==> src/rtl/count_monitor_pkg.sv <==
// Shared types and default sizes for the count_monitor checker.
package count_monitor_pkg;

    localparam int DEF_WIDTH  = 4;
    localparam int DEF_WRAP_W = 8;

    // Event kinds reported on the event port.
    typedef enum logic [1:0] {
        EVT_NONE     = 2'b00,
        EVT_TOP      = 2'b01,
        EVT_BOTTOM   = 2'b10,
        EVT_STEP_ERR = 2'b11
    } evt_code_t;

    // INIT captures a reference sample; TRACK checks every step against it.
    typedef enum logic {
        ST_INIT  = 1'b0,
        ST_TRACK = 1'b1
    } state_t;

endpackage

==> src/rtl/count_monitor_evt_slot.sv <==
// One-entry valid/ready event holding register. A new event loads when the
// slot is empty or drains on the same edge; otherwise it is dropped and the
// sticky overflow flag is raised while the held entry stays untouched.
module evt_slot
    import count_monitor_pkg::*;
#(
    parameter int WIDTH = DEF_WIDTH
) (
    input  logic             clk,
    input  logic             rst_n,
    input  logic             clear,
    input  logic             in_valid,
    input  evt_code_t        in_code,
    input  logic [WIDTH-1:0] in_data,
    input  logic             evt_ready,
    output logic             evt_valid,
    output logic [1:0]       evt_code,
    output logic [WIDTH-1:0] evt_data,
    output logic             ovf
);

    logic xfer;
    logic load;
    logic drop;

    assign xfer = evt_valid && evt_ready;
    assign load = in_valid && (!evt_valid || xfer);
    assign drop = in_valid && evt_valid && !xfer;

    // Slot contents: load on room, drain on transfer, flag drops.
    always_ff @(posedge clk or negedge rst_n) begin
        if (!rst_n) begin
            evt_valid <= 1'b0;
            evt_code  <= 2'b00;
            evt_data  <= '0;
            ovf       <= 1'b0;
        end else if (clear) begin
            evt_valid <= 1'b0;
            evt_code  <= 2'b00;
            evt_data  <= '0;
            ovf       <= 1'b0;
        end else begin
            if (load) begin
                evt_valid <= 1'b1;
                evt_code  <= in_code;
                evt_data  <= in_data;
            end else if (xfer) begin
                evt_valid <= 1'b0;
            end
            if (drop) begin
                ovf <= 1'b1;
            end
        end
    end

endmodule

==> src/rtl/count_monitor.sv <==
// Step checker for an up/down counter: verifies each sample is a legal +/-1
// move from the previous one, reports TOP/BOTTOM/STEP_ERR events, counts
// legal wraps (saturating) and keeps sticky error status.
module count_monitor
    import count_monitor_pkg::*;
#(
    parameter int WIDTH  = DEF_WIDTH,
    parameter int WRAP_W = DEF_WRAP_W
) (
    input  logic              clk,
    input  logic              rst_n,
    input  logic [WIDTH-1:0]  count,
    input  logic              mode,
    input  logic              clear,
    output logic              evt_valid,
    input  logic              evt_ready,
    output logic [1:0]        evt_code,
    output logic [WIDTH-1:0]  evt_data,
    output logic [WRAP_W-1:0] wrap_cnt,
    output logic              err,
    output logic              ovf
);

    localparam logic [WIDTH-1:0]  MAX_VAL  = {WIDTH{1'b1}};
    localparam logic [WRAP_W-1:0] WRAP_MAX = {WRAP_W{1'b1}};

    state_t            state;
    state_t            next_state;
    logic [WIDTH-1:0]  prev;
    logic              mode_q;
    logic [WIDTH-1:0]  expected;
    logic              step_err;
    logic              top_hit;
    logic              bottom_hit;
    logic              wrap_hit;
    logic              new_valid;
    evt_code_t         new_code;
    logic [WRAP_W-1:0] wrap_q;
    logic              err_q;

    // FSM state register.
    always_ff @(posedge clk or negedge rst_n) begin
        if (!rst_n) begin
            state <= ST_INIT;
        end else begin
            state <= next_state;
        end
    end

    // Next state and step classification; nothing is flagged in INIT or
    // on a clearing edge, so those edges raise no event and count no wrap.
    always_comb begin
        next_state = ST_TRACK;
        expected   = mode_q ? (prev - 1'b1) : (prev + 1'b1);
        step_err   = 1'b0;
        top_hit    = 1'b0;
        bottom_hit = 1'b0;
        wrap_hit   = 1'b0;
        new_code   = EVT_NONE;
        if (clear) begin
            next_state = ST_INIT;
        end else if (state == ST_TRACK) begin
            step_err   = (count != expected);
            top_hit    = !step_err && !mode_q && (count == MAX_VAL);
            bottom_hit = !step_err &&  mode_q && (count == '0);
            wrap_hit   = !step_err && ((!mode_q && (count == '0)) ||
                                       ( mode_q && (count == MAX_VAL)));
        end
        if (step_err) begin
            new_code = EVT_STEP_ERR;
        end else if (top_hit) begin
            new_code = EVT_TOP;
        end else if (bottom_hit) begin
            new_code = EVT_BOTTOM;
        end
    end

    assign new_valid = (new_code != EVT_NONE);

    // Reference sample and its direction; resyncs to the observed value on
    // every edge, including after a step error.
    always_ff @(posedge clk or negedge rst_n) begin
        if (!rst_n) begin
            prev   <= '0;
            mode_q <= 1'b0;
        end else begin
            prev   <= count;
            mode_q <= mode;
        end
    end

    // Saturating wrap counter and sticky step-error flag.
    always_ff @(posedge clk or negedge rst_n) begin
        if (!rst_n) begin
            wrap_q <= '0;
            err_q  <= 1'b0;
        end else if (clear) begin
            wrap_q <= '0;
            err_q  <= 1'b0;
        end else begin
            if (wrap_hit && (wrap_q != WRAP_MAX)) begin
                wrap_q <= wrap_q + 1'b1;
            end
            if (step_err) begin
                err_q <= 1'b1;
            end
        end
    end

    evt_slot #(
        .WIDTH (WIDTH)
    ) u_evt_slot (
        .clk       (clk),
        .rst_n     (rst_n),
        .clear     (clear),
        .in_valid  (new_valid),
        .in_code   (new_code),
        .in_data   (count),
        .evt_ready (evt_ready),
        .evt_valid (evt_valid),
        .evt_code  (evt_code),
        .evt_data  (evt_data),
        .ovf       (ovf)
    );

    assign wrap_cnt = wrap_q;
    assign err      = err_q;

endmodule

==> config.mk <==
export PLATFORM = sky130hd
export DESIGN_NAME = count_monitor
export DESIGN_NICKNAME = d
export VERILOG_FILES = /design/src/rtl/count_monitor_pkg.sv /design/src/rtl/count_monitor_evt_slot.sv /design/src/rtl/count_monitor.sv
export SDC_FILE = /design/constraint.sdc
export NUM_CORES = 1
export LEC_CHECK = 0
export ABC_CLOCK_PERIOD_IN_PS = 7800
export BUFFER_PORTS_ARGS = -buffer_cell sky130_fd_sc_hd__buf_2
export CORE_ASPECT_RATIO = 1.5
export CORE_MARGIN = 3
export CORE_UTILIZATION = 58
export CTS_CLUSTER_DIAMETER = 60
export CTS_CLUSTER_SIZE = 16
export DETAILED_ROUTE_END_ITERATION = 12
export PLACE_DENSITY_LB_ADDON = 0.05
export SLEW_MARGIN = 10
export SYNTH_ARGS = -nofsm -noshare
export SYNTH_HDL_FRONTEND = slang
export SYNTH_SLANG_ARGS = --single-unit
==> constraint.sdc <==
create_clock -name clk -period 7.8 [get_ports clk]
set_clock_uncertainty 0.1 [all_clocks]
set_input_delay 1.95 -clock clk [delete_from_list [all_inputs] [get_ports clk]]
set_output_delay 1.95 -clock clk [all_outputs]
set_load 0.005 [all_outputs]
==> results of run 1 <==
==> stage by stage <==
stage | power [uW] | hold slack, ns | cell area, sq um | cells
after floorplan | 164 | 0.411 | 1300 | 120
after global placement | 178 | 0.402 | 1450 | 165
after detailed placement | 180 | 0.411 | 1450 | 165
after CTS | 234 | 0.427 | 1480 | 169
after global routing | 246 | 0.455 | 1480 | 169
final | 233 | 0.426 | 1480 | 169
==> cell families (layout without fill, tap and decap cells) <==
logic type | Yosys count | in the layout | share of synthesized area (%)
fa+ha+maj | 4 | 4 | 4.42
xor+xnor | 7 | 7 | 6.34
buf+inv | 9 | 36 | 2.59
simple gates | 52 | 52 | 23.7
compound gates | 13 | 13 | 8.45
mux | 12 | 12 | 10.3
flops | 23 | 23 | 44.2
==> cell usage after synthesis, types with 2 or more instances <==
cell type,n
dfrtp_1,23
nor2_1,11
nor2b_1,11
mux2_1,9
inv_1,7
nand2_1,6
nand3_1,5
a21oi_1,3
ha_1,3
nor3_1,3
nor4_1,3
or4_1,3
xnor2_1,3
clkbuf_1,2
mux2_2,2
nand4_1,2
o21ai_0,2
xor2_1,2
==> layer usage <==
metal  global-route usage [%]  wire (um)  vias up
met5                        0          0        -
met4                     8.68         42        0
met3                     2.82        111        6
met2                     37.2       1470       28
met1                     24.5       1020      479
li1                         -          -      475
==> worst reg2reg max path, stage by stage (launching register included) <==
cell	delay [ns]
dfrtp_1	0.48
inv_1	0.14
fa_1	0.51
xor2_1	0.31
nand2_1	0.13
or4_1	0.41
nor3_1	0.20
mux2_2	0.37
==> state kept, by name, summed over array words and instances, names as in the netlist <==
name,count
u_evt_slot.evt_data,4
err,1
u_evt_slot.evt_valid,1
state,1
wrap_cnt,8
u_evt_slot.ovf,1
mode_q,1
u_evt_slot.evt_code,2
prev,4
==> final cells by class <==
type / count / area [sq um] / area share, %
clock inverter: 1 / 5.00 / 0.339
clock buffer: 3 / 22.5 / 1.53
timing repair buffer: 25 / 125 / 8.48
inverter: 7 / 26.3 / 1.78
multi-input combinational: 88 / 693 / 47.0
tap: 22 / 27.5 / 1.87
sequential: 23 / 576 / 39.0
==> cells in the final DEF (no fill, tap or decap), types with 2 or more instances in the layout <==
cell type	n
a21oi_1	3
buf_2	25
clkbuf_4	3
dfrtp_1	23
ha_1	3
inv_1	7
mux2_1	9
mux2_2	2
nand2_1	6
nand3_1	5
nand4_1	2
nor2_1	11
nor2b_1	11
nor3_1	3
nor4_1	3
o21ai_0	2
or4_1	3
xnor2_1	3
xor2_1	2
==> worst max-delay path by stage <==
stage / endpoint / slack, ns / start / depth (start not counted)
after detailed placement: wrap_cnt[2]$_DFFE_PN0P_ / 3.91 / count[1] / 6
after global placement: wrap_cnt[2]$_DFFE_PN0P_ / 3.92 / count[1] / 6
final: u_evt_slot.evt_data[1]$_DFFE_PN0P_ / 4.26 / count[1] / 6
after floorplan: u_evt_slot.evt_data[0]$_DFFE_PN0P_ / 4.16 / count[1] / 5
after global routing: wrap_cnt[3]$_DFFE_PN0P_ / 4.20 / count[1] / 6
after CTS: wrap_cnt[2]$_DFFE_PN0P_ / 4.25 / count[1] / 6
==> power by group <==
group / internal (uW) / switching, uW
Sequential: 125 / 3.58
Clock: 19.2 / 36.2
Combinational: 19.7 / 29.5
==> flow_summary.json, run 1 <==
{
  "holdBufCountCts": 0,
  "holdPathStages": 2,
  "worst_pin_slew_ns": 0.502,
  "finalCritPeriodShare_pct": 45.3,
  "critical_path_buf_inv_count": 1,
  "root_buffer": "clkbuf_4",
  "final_layout_size_suffix_gt1_share_pct": 27.9,
  "cts_tree": "built",
  "path_max_fanout": 5,
  "cts_resized": 0,
  "synth_nets": 133,
  "dp_slack_ns": 3.91,
  "final-setup-viol-count": 0,
  "max_freq_mhz": 283,
  "async_reset_ff_share_pct": 100,
  "fin_util_pct": 71.0,
  "first_pass_iters": 4,
  "r2r_cells": 7,
  "synth_top_area_share_pct": 44.2,
  "grt_pass1_wl_mm": 4.55,
  "grt_max_degree": 24,
  "cpLargestDelayFamily": "simple AND/OR/NAND/NOR gates",
  "syn_inst": 120,
  "min-delay-start": "err$_DFFE_PN0P_",
  "antenna_found_initial": 0,
  "fin_nets": 161,
  "yosys_warnings": 0,
  "hp-class": "flip-flop to flip-flop",
  "dr_total_vias": 988,
  "die_w_um": 44.7,
  "startpoint_type": "input pin",
  "htree_levels": 1,
  "ir_drop_v": 0.000103,
  "hold_violations": 0,
  "n_fill_cell": 176,
  "ys_types": 38,
  "critPathSlowestCell": "or4_1",
  "ant_nets": 0,
  "die_area_sq_um": 2860,
  "cts_sinks": 23,
  "crit_type": "input pin to flip-flop",
  "syn-cell-area_sq_um": 1300,
  "path_cells": "buf_2 -> or4_1 -> or2_1 -> nor3b_2 -> a21oi_4 -> mux2_1",
  "hold_end": "err$_DFFE_PN0P_",
  "grt.total_usage_pct": 21.2,
  "timing.final.ws_setup_ns": 4.26,
  "synth_flop_cell": "dfrtp_1",
  "rows": 20,
  "wl_mm": 2.64,
  "gp_congestion": 0.841,
  "viasPerCell": 5.85,
  "drv_slew": 0,
  "slowest_delay_ns": 0.55,
  "core_area_sq_um": 2080,
  "maxCapViolations": 0,
  "antennaDiodeCount": 0,
  "synth.yosys.seq_area_share_pct": 44.2,
  "syn_area_per_cell_sq_um": 10.9,
  "fp.dieH_um": 64.0,
  "period_minus_slack_ns": 3.54,
  "portBuffers": 25,
  "insertion_delay_ns": 0.31,
  "wl_per_cell_um": 15.6,
  "clk_pin_slew_ns": 0.12,
  "yosysTopAreaCell": "dfrtp_1",
  "r2r-end": "wrap_cnt[6]$_DFFE_PN0P_",
  "initial_core_util_pct": 62.7,
  "synth-seq-cells": 23,
  "ios": 26,
  "power_density_nw_per_um2": 158,
  "synth_edf_count": 0,
  "finalSetupTns_ns": 0,
  "grt-ovfl-total": 0,
  "cp_data_arrival_time_ns": 3.65,
  "cp-end-kind": "flip-flop",
  "grt_pass1_vias": 1023,
  "cts_max_path_buffers": 2,
  "status": "complete, no violations",
  "dp_hpwl_mm": 2.05,
  "post-route-drc-count": 0,
  "relSlewSlack_pct": 66.5,
  "cp.required_ns": 7.91,
  "cts_inserted_buffers": 3,
  "syn_to_final_growth_pct": 13.3,
  "r2r-start": "mode_q$_DFF_PN0_",
  "rrSetupSlack_ns": 5.04,
  "drtIter0Drc": 32,
  "rsz0062_at_grt": "no",
  "cts_setup_buffers": 0,
  "synth_area_leaders": "dfrtp_1 44%, mux2_1 7.8%, nor2b_1 5.3%, nor2_1 3.2%, ha_1 2.9%",
  "p_leak_uw": 0.000712
}
No activity file was read; power rests on OpenSTA's default activity.
==> run 2, diff against run 1 <==
ABC_CLOCK_PERIOD_IN_PS = 3000   (was 7800)
CORE_UTILIZATION = 48   (was 58)
clock period = 3 ns   (was 7.8 ns; I/O delays follow)
==> run 2 against run 1 <==
Net effect: design area is 1.2% higher; sequential power rose to 2.6 times the previous value; sequential share of layout area fell by 0.46 points; global-route usage down 4.9 points; largest cell class unchanged.
==> flow_summary.json, run 2 (same netlist as run 1, synthesis figures left out) <==
{
  "cp_data_arrival_time_ns": 2.80,
  "cts_resized": 0,
  "drv_slew": 0,
  "insertion_delay_ns": 0.33,
  "final_common_cell": "buf_2",
  "dp_hpwl_mm": 1.96,
  "cpLargestDelayFamily": "simple AND/OR/NAND/NOR gates",
  "relSlewSlack_pct": 65.2,
  "timing.final.ws_setup_ns": 0.323,
  "startpoint_type": "flip-flop",
  "grt_pass1_vias": 978,
  "portBuffers": 25,
  "viasPerCell": 5.37,
  "cts_setup_buffers": 0,
  "path_cells": "inv_1 -> fa_1 -> xor2_1 -> nand2_1 -> or4_1 -> nor3_1 -> mux2_2",
  "crit_type": "flip-flop to flip-flop",
  "root_buffer": "clkbuf_4",
  "max_freq_mhz": 374,
  "antennaDiodeCount": 0,
  "antenna_found_initial": 0,
  "core_area_sq_um": 2500,
  "finalCritPeriodShare_pct": 89.2,
  "fin_nets": 161,
  "cts_sinks": 23,
  "critPathSlowestCell": "fa_1",
  "worst_pin_slew_ns": 0.523,
  "finalSetupTns_ns": 0,
  "holdBufCountCts": 0,
  "rsz0062_at_grt": "no",
  "largest_reg_flops": 8,
  "ios": 26,
  "initial_core_util_pct": 52.0,
  "ant_nets": 0,
  "grt-ovfl-total": 0,
  "period_minus_slack_ns": 2.68,
  "grt_pass1_wl_mm": 4.31,
  "critical_path_buf_inv_count": 1,
  "cts_inserted_buffers": 3,
  "die_area_sq_um": 3390,
  "status": "complete, no violations",
  "hp-class": "input pin to async pin",
  "grt_max_degree": 24,
  "final_layout_size_suffix_gt1_share_pct": 27.9,
  "dp_slack_ns": 0.268,
  "cts_tree": "built",
  "power_density_nw_per_um2": 411,
  "n_fill_cell": 220,
  "gp_congestion": 0.797,
  "grt.total_usage_pct": 16.3,
  "power_uw": 613,
  "syn_to_final_growth_pct": 14.6,
  "layout_common_cells": "25 x buf_2, 23 x dfrtp_1, 11 x nor2b_1, 11 x nor2_1, 9 x mux2_1",
  "maxCapViolations": 0,
  "drtIter0Drc": 8,
  "hold_ws_ns": 0.271,
  "p_leak_uw": 0.000712,
  "wl_mm": 2.63,
  "dr_total_vias": 983,
  "fp.dieH_um": 69.8,
  "cts_max_path_buffers": 2,
  "slowest_delay_ns": 0.52,
  "post-route-drc-count": 0,
  "hold_violations": 0,
  "path_max_fanout": 6,
  "first_pass_iters": 4,
  "ir_drop_v": 0.000357,
  "cp-end-kind": "flip-flop",
  "clk_pin_slew_ns": 0.14,
  "die_w_um": 48.5,
  "final-setup-viol-count": 0,
  "wl_per_cell_um": 14.4,
  "htree_levels": 1,
  "rows": 22,
  "cp.required_ns": 3.13
}
-- run 2: cell counts in the layout (fill, tap and decap cells not counted) --
Identical to the previous run, type by type.
-- run 2: final timing paths --
path / startpoint / end / slack [ns] / cells after the start
worst max-delay path: mode_q$_DFF_PN0_ / wrap_cnt[7]$_DFFE_PN0P_ / 0.32 / 7
worst min-delay path: rst_n / wrap_cnt[0]$_DFFE_PN0P_ / 0.27 / 1
worst max register to register: mode_q$_DFF_PN0_ / wrap_cnt[7]$_DFFE_PN0P_ / 0.32 / 7
worst min register to register: err$_DFFE_PN0P_ / err$_DFFE_PN0P_ / 0.43 / 2
max in group asynchronous: rst_n / prev[0]$_DFF_PN0_ / 2.17 / 1
min in group clk: mode / mode_q$_DFF_PN0_ / 0.42 / 1
-- run 2: routing by layer --
layer	up-vias	GRT usage (%)	wire length (um)
met4	0	8.54	62
met2	31	29.6	1410
li1	472	-	-
met1	473	16.8	1020
met5	-	0	0
met3	7	4.09	136
-- run 2: worst reg2reg max path, stage by stage, from the launching register on --
cell and delay (ns):
dfrtp_1 0.48, inv_1 0.13, fa_1 0.52, xor2_1 0.27, nand2_1 0.12, or4_1 0.40
nor3_1 0.20, mux2_2 0.36
-- run 2: per-stage QoR --
step	instances	util [%]	area (sq um)
detailed placement	179	58.5	1470
CTS	183	59.6	1490
finish	183	59.6	1490
global route	183	59.6	1490
global placement	179	58.5	1470
floorplan	120	-	1300
-- run 2: cell type report --
cell class / count / area (sq um) / share of cell area, %
clock inverter: 1 / 5.00 / 0.335
inverter: 7 / 26.3 / 1.76
tap: 36 / 45.0 / 3.02
multi-input combinational: 88 / 693 / 46.4
timing repair buffer: 25 / 125 / 8.38
sequential: 23 / 576 / 38.6
clock buffer: 3 / 22.5 / 1.51
-- run 2: report_power, final --
group	total (uW)	internal (uW)	switching, uW	leakage, uW
Combinational	126	51.4	75.1	0.000395
Clock	153	50.1	102	0.0000177
Sequential	334	325	9.07	0.000300
Total	613	426	187	0.000712
